`config.mk`:
```
export PLATFORM = sky130hd
export DESIGN_NAME = sata_identify_parser_ext
export DESIGN_NICKNAME = d
export VERILOG_FILES = /design/src/rtl/sata_identify_pkg.sv /design/src/rtl/sata_identify_checksum.sv /design/src/rtl/sata_identify_parser_ext.sv
export SDC_FILE = /design/constraint.sdc
export NUM_CORES = 1
export LEC_CHECK = 0
export BUFFER_PORTS_ARGS = -buffer_cell sky130_fd_sc_hd__buf_2
export CORE_ASPECT_RATIO = 0.7
export CORE_MARGIN = 2
export CORE_UTILIZATION = 48
export DETAILED_ROUTE_END_ITERATION = 8
export GPL_ROUTABILITY_DRIVEN = 0
export GPL_TIMING_DRIVEN = 1
export PLACE_DENSITY = 0.73
export RECOVER_POWER = 25
export SLEW_MARGIN = 20
export SYNTH_ARGS = -nofsm -noshare
export SYNTH_HDL_FRONTEND = slang
export SYNTH_SLANG_ARGS = --single-unit
```
`constraint.sdc`:
```
create_clock -name clk -period 1.9 [get_ports clk]
set_clock_uncertainty 0.1 [all_clocks]
set_input_delay 0.095 -clock clk [delete_from_list [all_inputs] [get_ports clk]]
set_output_delay 0.095 -clock clk [all_outputs]
set_load 0.02 [all_outputs]
```
`src/rtl/sata_identify_pkg.sv`:
```
// Shared types and constants for the IDENTIFY DEVICE data FIS parser.
package sata_identify_pkg;

    // FIS type of a DMA/PIO data FIS.
    localparam logic [7:0] DataFis = 8'h46;

    typedef enum logic [1:0] {StIdle, StBody, StDrop} state_e;

    // Default ATA word offsets of the extracted fields.
    localparam int unsigned SataCapWordDef = 76;
    localparam int unsigned QdepthWordDef  = 75;
    localparam int unsigned CmdsetWordDef  = 83;
    localparam int unsigned MaxLbaWordDef  = 100;

    // Integrity word: low byte carries the signature, high byte the checksum.
    localparam int unsigned IntegrityWord = 255;
    localparam logic [7:0]  IntegritySig  = 8'hA5;

    // Max LBA is kept at the full four-word width; the top slices it.
    typedef struct packed {
        logic        sata1;
        logic        sata2;
        logic        sata3;
        logic        ncq;
        logic [4:0]  queue_depth;
        logic        lba48;
        logic [63:0] max_lba;
    } sata_identify_t;

endpackage

```
`src/rtl/sata_identify_checksum.sv`:
```
// Running 8-bit byte sum over payload dwords.
module sata_identify_checksum (
    input  logic        clk,
    input  logic        reset_n,
    input  logic        clr_i,
    input  logic        acc_i,
    input  logic [31:0] dat_i,
    output logic [7:0]  sum_o
);

    logic [7:0] sum_q;

    // Result already includes the current beat so the eop dword is covered.
    assign sum_o = sum_q + dat_i[7:0] + dat_i[15:8] + dat_i[23:16] + dat_i[31:24];

    // Accumulator register, cleared at the start of each data FIS.
    always_ff @(posedge clk) begin
        if (!reset_n) begin
            sum_q <= '0;
        end else if (clr_i) begin
            sum_q <= '0;
        end else if (acc_i) begin
            sum_q <= sum_o;
        end
    end

endmodule

```
`src/rtl/sata_identify_parser_ext.sv`:
```
// IDENTIFY DEVICE data FIS parser: captures capability fields into shadow
// registers and commits them atomically on a clean frame end.
// Optional byte-sum integrity check: define SATA_IDENTIFY_INTEGRITY_EN.
module sata_identify_parser_ext
    import sata_identify_pkg::*;
#(
    parameter int unsigned PAYLOAD_DWORDS = 128,
    parameter int unsigned LBA_WIDTH      = 48,
    parameter int unsigned SATA_CAP_WORD  = SataCapWordDef,
    parameter int unsigned QDEPTH_WORD    = QdepthWordDef,
    parameter int unsigned CMDSET_WORD    = CmdsetWordDef,
    parameter int unsigned MAX_LBA_WORD   = MaxLbaWordDef
) (
    input  logic                 clk,
    input  logic                 reset_n,
    input  logic [31:0]          i_dat,
    input  logic                 i_val,
    input  logic                 i_eop,
    input  logic                 i_err,
    output logic                 identify_done,
    output logic                 identify_strobe,
    output logic                 sata1_supported,
    output logic                 sata2_supported,
    output logic                 sata3_supported,
    output logic                 ncq_supported,
    output logic [4:0]           queue_depth,
    output logic                 lba48_supported,
    output logic [LBA_WIDTH-1:0] max_lba_address,
    output logic                 bad_checksum,
    output logic                 bad_length,
    output logic                 bad_integrity
);

    localparam int unsigned PW = (PAYLOAD_DWORDS > 1) ? $clog2(PAYLOAD_DWORDS) : 1;
    localparam logic [PW-1:0] LastIdx = PW'(PAYLOAD_DWORDS - 1);
    localparam logic [PW-1:0] SataIdx = PW'(SATA_CAP_WORD / 2);
    localparam logic [PW-1:0] QdIdx   = PW'(QDEPTH_WORD / 2);
    localparam logic [PW-1:0] CmdIdx  = PW'(CMDSET_WORD / 2);
    localparam int unsigned SataOff = (SATA_CAP_WORD % 2) * 16;
    localparam int unsigned QdOff   = (QDEPTH_WORD % 2) * 16;
    localparam int unsigned CmdOff  = (CMDSET_WORD % 2) * 16;

    state_e         state_q, state_d;
    logic [PW-1:0]  p_q, p_d;
    logic           overrun_q, overrun_d;
    sata_identify_t shadow_q, shadow_d;
    sata_identify_t res_q, res_d;
    logic           done_q, done_d;
    logic           strobe_q, strobe_d;
    logic           bad_cksum_q, bad_cksum_d;
    logic           bad_len_q, bad_len_d;
    logic           bad_integ_q, bad_integ_d;
    logic           frame_start, payload_beat, integ_fail;
    logic           unused_lba;

    assign frame_start  = (state_q == StIdle) && i_val && !i_eop && (i_dat[7:0] == DataFis);
    assign payload_beat = (state_q == StBody) && i_val;

`ifdef SATA_IDENTIFY_INTEGRITY_EN
    localparam logic [PW-1:0] SigIdx = PW'(IntegrityWord / 2);
    localparam int unsigned   SigOff = (IntegrityWord % 2) * 16;
    localparam bit            SigInFrame = (IntegrityWord / 2) < PAYLOAD_DWORDS;

    logic       sig_q, sig_d;
    logic [7:0] cks_sum;

    sata_identify_checksum u_checksum (
        .clk     (clk),
        .reset_n (reset_n),
        .clr_i   (frame_start),
        .acc_i   (payload_beat),
        .dat_i   (i_dat),
        .sum_o   (cks_sum)
    );

    // Track whether the signature byte has been seen in the current frame.
    always_comb begin
        sig_d = sig_q;
        if (frame_start) begin
            sig_d = 1'b0;
        end else if (payload_beat && SigInFrame && (p_q == SigIdx)) begin
            sig_d = (i_dat[SigOff +: 8] == IntegritySig);
        end
    end

    // Signature register.
    always_ff @(posedge clk) begin
        if (!reset_n) sig_q <= 1'b0;
        else          sig_q <= sig_d;
    end

    assign integ_fail = sig_d && (cks_sum != 8'h00);
`else
    assign integ_fail = 1'b0;
`endif

    // Shadow capture; a new data FIS starts from a clean shadow.
    always_comb begin
        shadow_d = shadow_q;
        if (frame_start) begin
            shadow_d = '0;
        end else if (payload_beat) begin
            if (p_q == SataIdx) begin
                shadow_d.sata1 = i_dat[SataOff + 1];
                shadow_d.sata2 = i_dat[SataOff + 2];
                shadow_d.sata3 = i_dat[SataOff + 3];
                shadow_d.ncq   = i_dat[SataOff + 8];
            end
            // 5-bit wrap: raw 31 reports 0, meaning 32.
            if (p_q == QdIdx) shadow_d.queue_depth = i_dat[QdOff +: 5] + 5'd1;
            if (p_q == CmdIdx) shadow_d.lba48 = i_dat[CmdOff + 10];
            for (int k = 0; k < 4; k++) begin
                if (p_q == PW'((MAX_LBA_WORD + k) / 2)) begin
                    shadow_d.max_lba[16*k +: 16] = i_dat[((MAX_LBA_WORD + k) % 2) * 16 +: 16];
                end
            end
        end
    end

    // Frame FSM, termination flags and atomic commit.
    always_comb begin
        state_d     = state_q;
        p_d         = p_q;
        overrun_d   = overrun_q;
        res_d       = res_q;
        done_d      = done_q;
        strobe_d    = 1'b0;
        bad_cksum_d = bad_cksum_q;
        bad_len_d   = bad_len_q;
        bad_integ_d = bad_integ_q;
        unique case (state_q)
            StIdle: begin
                // Single-dword frames are ignored outright.
                if (i_val && !i_eop) begin
                    overrun_d = 1'b0;
                    if (frame_start) begin
                        state_d = StBody;
                        p_d     = '0;
                        done_d  = 1'b0;
                    end else begin
                        state_d = StDrop;
                    end
                end
            end
            StBody: begin
                if (i_val) begin
                    if (i_eop) begin
                        state_d     = StIdle;
                        bad_cksum_d = i_err;
                        bad_len_d   = (p_q != LastIdx);
                        bad_integ_d = integ_fail;
                        // Commit from shadow_d so a field in the eop dword counts.
                        if (!i_err && (p_q == LastIdx) && !integ_fail) begin
                            res_d    = shadow_d;
                            done_d   = 1'b1;
                            strobe_d = 1'b1;
                        end
                    end else if (p_q == LastIdx) begin
                        state_d   = StDrop;
                        overrun_d = 1'b1;
                    end else begin
                        p_d = p_q + PW'(1);
                    end
                end
            end
            StDrop: begin
                if (i_val && i_eop) begin
                    state_d   = StIdle;
                    overrun_d = 1'b0;
                    if (overrun_q) begin
                        bad_len_d   = 1'b1;
                        bad_cksum_d = i_err;
                    end
                end
            end
            default: state_d = StIdle;
        endcase
    end

    // State and result registers with synchronous active-low reset.
    always_ff @(posedge clk) begin
        if (!reset_n) begin
            state_q     <= StIdle;
            p_q         <= '0;
            overrun_q   <= 1'b0;
            shadow_q    <= '0;
            res_q       <= '0;
            done_q      <= 1'b0;
            strobe_q    <= 1'b0;
            bad_cksum_q <= 1'b0;
            bad_len_q   <= 1'b0;
            bad_integ_q <= 1'b0;
        end else begin
            state_q     <= state_d;
            p_q         <= p_d;
            overrun_q   <= overrun_d;
            shadow_q    <= shadow_d;
            res_q       <= res_d;
            done_q      <= done_d;
            strobe_q    <= strobe_d;
            bad_cksum_q <= bad_cksum_d;
            bad_len_q   <= bad_len_d;
            bad_integ_q <= bad_integ_d;
        end
    end

    assign identify_done   = done_q;
    assign identify_strobe = strobe_q;
    assign sata1_supported = res_q.sata1;
    assign sata2_supported = res_q.sata2;
    assign sata3_supported = res_q.sata3;
    assign ncq_supported   = res_q.ncq;
    assign queue_depth     = res_q.queue_depth;
    assign lba48_supported = res_q.lba48;
    assign max_lba_address = res_q.max_lba[LBA_WIDTH-1:0];
    assign bad_checksum    = bad_cksum_q;
    assign bad_length      = bad_len_q;
    // Stays 0 when the integrity check is compiled out.
    assign bad_integrity   = bad_integ_q;

    // LBA bits above LBA_WIDTH are never presented.
    assign unused_lba = ^res_q.max_lba;

endmodule

```
Word-level counts from Yosys, hierarchy flattened. Index checks and enable logic that the tools add are counted.

Flip-flop bits (word level): 146. Bits in latches: 0. RAM bits: 0. Bits in read-only memories: 0. Input bits: 37. Output and inout port bits: 63. Logic and storage cells: 109. Memories kept: 0.

Add/sub/neg operators: 2. Multipliers: 0. Divide/modulo/power cells: 0. $lt $le $gt $ge: 0. Equal/unequal tests: 21. Shift operators: 0. Muxes and demuxes: 45. Bitwise gates (word level): 0. Reduce and logical (&&, ||, !) cells: 20.

Operator list (count): $mux 74 (2); $mux 16 (4); $eq 7x6->1 const B (5); $mux 7 (5); $mux 1 (20); $reduce_and 6->1 (3); $ne 2x2->1 const B (7); $pmux 7 s2 (1); $mux 2 (6); $reduce_and 4->1 (3); $eq 8x7->1 const B (1); $add 7x1->7 const B (1); $eq 7x7->1 const B (1); $logic_and 1x1->1 (7); $ne 7x7->1 const B (1); $ne 2x1->1 const B (3); $pmux 1 s2 (3); $pmux 2 s3 (1); $add 5x1->5 const B (1); $mux 5 (1); $reduce_and 5->1 (1); $mux 4 (1); $reduce_bool 2->1 (2); $ne 3x2->1 const B (1); other kinds (6) (7).

Logic depth before layout (Yosys ltp).
Depth in word-level cells: 7. Mapped depth: 7. Gate-level depth less buffers: 6.

Worst setup path after synthesis. No wires, ideal clock.

Path kind: register to register. Start point: register p_q[0]. End point: register res_q (netlist bit max_lba_address[26]). Setup time: 127 ps. Arrival: 1730 ps. Required time: 1673 ps. Path slack: -57 ps. Stages on the path, launching flop included: 8. Path buffers: 2. Period minus slack after synthesis: 1957 ps. Path through: dfxtp_1 -> ha_1 -> nand4_2 -> nor4_4 -> nor2_1 -> buf_2 -> buf_2 -> o2bb2ai_1.

Word-level cells in the longest chain between the ends: 4. Elaborated cells on any way between the ends: 7.

Ends and longest elaborated chain: start, declared (line sata_identify_parser_ext.sv:44) `logic [PW-1:0] p_q, p_d;`; start signal, assigned (line sata_identify_parser_ext.sv:195) `p_q <= p_d;`; $eq 7x6->1 (line sata_identify_parser_ext.sv:113) `if (p_q == PW'((MAX_LBA_WORD + k) / 2)) begin`; $mux 16 (line sata_identify_parser_ext.sv:113); $mux 74 (line sata_identify_parser_ext.sv:102) `end else if (payload_beat) begin`; $mux 74 (line sata_identify_parser_ext.sv:100) `if (frame_start) begin`; end signal, assigned (line sata_identify_parser_ext.sv:198) `res_q <= res_d;`; end, declared (line sata_identify_parser_ext.sv:47) `sata_identify_t res_q, res_d;`.

Several ways; a longest one is shown, not always the timed one. A chain may end at the register's enable or synchronous reset.

Worst setup path after layout.
Start point: input port i_val. End point: register shadow_q[36] (netlist name).

Word-level cells in the longest chain between the ends: 4. Elaborated cells on any way between the ends: 6.

Ends and longest elaborated chain: start, declared (line sata_identify_parser_ext.sv:17) `input logic i_val,`; $logic_and 1x1->1 (3 in series) (line sata_identify_parser_ext.sv:56) `assign frame_start = (state_q == StIdle) && i_val && !i_eop && (i_dat[7:0] == DataFis);`; $mux 74 (*) (line sata_identify_parser_ext.sv:100); end signal, assigned (line sata_identify_parser_ext.sv:197) `shadow_q <= shadow_d;`; end, declared (line sata_identify_parser_ext.sv:46) `sata_identify_t shadow_q, shadow_d;`.

Mark *: on every way between the ends. The rest lies on a longest branch, timed or not.

==> out/results.ini <==
[pwr]
p_switching_mw = 1.268
power_mw = 6.411
swShare_pct = 19.78
powerDensity_nw_per_um2 = 982.1
combPwrFrac_pct = 3.9
p_seq_share_pct = 42.7
power_leakage_nw = 2.910
p_int_mw = 5.143
ir_worst_vdd_mv = 0.7308
clkPwrFrac_pct = 53.5

[timing]
period_minus_slack_ps = 1866
hold_violations = 0
fin_crit_sh_pct = 98.22
timing.fmax_ghz = 0.5359
setup_viol = 0
tns_ps = 0
slew_violations = 0

[critical_path]
timing.rr.end = max_lba_address[15]$_SDFFE_PN0P_
arrival_ps = 2060
cp_max_fo = 29
critPathRequiredTime_ps = 2090
path_class = input port to register
reg2reg_depth = 7
reg2reg_slack_ps = 40
cp-start-kind = input port
reg2reg_from = p_q[0]$_SDFFE_PN0P_
cp-end-kind = register

[yosys]
synth_area_leaders = dfxtp_1 55%, mux2i_1 13%, o2bb2ai_1 11%, nor2_1 5.2%, buf_2 1.3%
synth_common_cells = 130 x dfxtp_1, 66 x nor2_1, 60 x mux2i_1
synth_seq_area_share_pct = 54.78
synth_edf_count = 0
ys_types = 48
syn_nets = 473
syn_inst = 432
syn-cell-area_sq_um = 4751
post-synth-top-count-cell = dfxtp_1
ys_seq_elements = 130
synth_area_per_cell_sq_um = 11.00
synth_warnings = 0
synth_flop_cell = dfxtp_1
synth_top_cell_area_share_pct = 54.78
async_reset_ff_share_pct = 0
yosysTopAreaCell = dfxtp_1

[cells_and_area]
fin_cells = 720
syn_to_final_growth_pct = 37.40
drive_gt1_share_pct = 20.78
antenna_cells = 0
finalNetCount = 620

[die]
dieWidth_um = 122.9
dieArea_sq_um = 10720
rows = 30
core_sq_um = 9647
start_util_pct = 49.25
ios = 100
die_y_um = 87.24

[routing]
viasPerCell = 5.332
drc = 0
vias = 3839
first_pass_iters = 5
drt-total-wl_um = 12480
drtAntennaViolNets = 0
drt_first_iter_violations = 261
wire_per_inst_um = 17.33

[cts]
root_buffer = clkbuf_16
clk_latency_ps = 410
cts.sinks = 130
cts_buffers = 17
htree_levels = 4
cts_tree = done
cts.clk_slew.worst_paths_ps = 50
clockBufferDepth = 2

[min_path]
holdPathStages = 4
worstHoldEndpoint = state_q[1]$_SDFFE_PN0P_
hp-start = i_eop
min_path_type = input port to register

[global_routing]
overflow = 0
grt_pass1_wl_um = 18070
grt_usage_pct = 22.22
grt_pass1_vias = 3572
grt_max_degree = 60
antenna_found_initial = 0

[placement]
port_buffers = 98
dp_hpwl_um = 7105
place_inst = 646

[outcome]
status = finished clean

[job]
maxCapViolCount = 0

## worst max-delay path, cell delays in order
cell	delay [ps]
dlygate4sd3_1	550
buf_2	190
or3b_1	490
o31ai_4	250
buf_12	160
buf_8	220
nor2_1	80
## flip-flops by register name, indices dropped and copies added (netlist names)
signal           flops
ncq_supported        1
queue_depth          5
sata3_supported      1
identify_strobe      1
sata2_supported      1
shadow_q            58
sata1_supported      1
p_q                  7
overrun_q            1
max_lba_address     48
lba48_supported      1
bad_length           1
bad_checksum         1
state_q              2
identify_done        1
## placed cells by master, fill, tap and decap left out, drive strengths merged, types with 4 or more instances in the layout
cell type,synthesis,layout
a21oi,6,6
buf,17,75
bufinv,0,4
clkbuf,14,71
clkinv,0,4
dfxtp,130,130
dlygate4sd3,0,35
ha,4,4
inv,8,8
mux2i,60,60
nand2,8,8
nand3,5,5
nand4,5,5
nor2,66,66
nor2b,4,4
nor3,4,4
o21ai,4,4
o2bb2ai,59,59
## worst max path at each step
stage                   startpoint                                to  cells after the start
2_1_floorplan  p_q[0]$_SDFFE_PN0P_  max_lba_address[26]$_SDFFE_PN0P_                      7
3_3_place_gp   p_q[1]$_SDFFE_PN0P_               p_q[4]$_SDFFE_PN0P_                      6
3_5_place_dp   p_q[0]$_SDFFE_PN0P_               p_q[4]$_SDFFE_PN0P_                      6
4_1_cts                   i_dat[5]           shadow_q[14]$_SDFF_PN0_                      7
5_1_grt        p_q[0]$_SDFFE_PN0P_  max_lba_address[15]$_SDFFE_PN0P_                      7
6_report                     i_val           shadow_q[36]$_SDFF_PN0_                      7
## kinds of logic after synthesis
logic type	count (synthesis)	synth area share, %
AO/OA/AOI/OAI	85	15.04
other	1	0.07893
XOR/XNOR	4	0.7376
multiplexers	60	12.64
buffers and inverters	39	4.056
adder cells (fa/ha/maj)	4	1.054
flip-flops	130	54.78
AND/OR/NAND/NOR	109	11.61
## metal layers
| layer | GRT usage [%] | up-vias | routed length [um] |
|---|---|---|---|
| li1 | - | 1853 | - |
| met1 | 29.24 | 1833 | 5709 |
| met2 | 34.25 | 147 | 5740 |
| met3 | 7.723 | 6 | 960 |
| met4 | 7.315 | 0 | 65 |
| met5 | 0 | - | 0 |
## power by group through the flow
| stage | clock, mW | combinational (mW) | sequential, mW |
|---|---|---|---|
| detailed placement | 0 | 0.167 | 2.79 |
| global placement | 0 | 0.166 | 2.79 |
| finish | 3.43 | 0.249 | 2.73 |
| floorplan | 0 | 0.0839 | 2.79 |
| global route | 3.60 | 0.265 | 2.73 |
| CTS | 3.48 | 0.224 | 2.73 |
## timing repair
action                     in CTS  in global routing
buffers inserted                0                  4
pin swaps                       1                  4
gates cloned                    0                  3
hold endpoints to repair      112                  0
setup endpoints to repair       4                116
resized for setup               1                 11
hold buffers                   35                  0
## cell type report
class                           count  area (sq um)
Fill cell                         722          3119
Sequential cell                   130          2603
Multi-Input combinational cell    263          2024
Timing Repair Buffer              159          1081
Clock buffer                       22         474.2
Tap cell                          128         160.2
Clock inverter                     10         155.1
Inverter                            8         30.03
## per-stage QoR
step | worst slack (ps) | area (sq um) | util [%] | hold WS (ps)
global placement | 90.92 | 5454 | 56.54 | 246.9
CTS | 12.05 | 6440 | 66.76 | 17.24
detailed placement | -26.46 | 5454 | 56.54 | 260.0
finish | 33.88 | 6528 | 67.67 | 50.98
floorplan | 13.08 | 4763 | - | 112.5
global route | -44.96 | 6528 | 67.67 | 69.72
(Power assumes the default switching activity.)
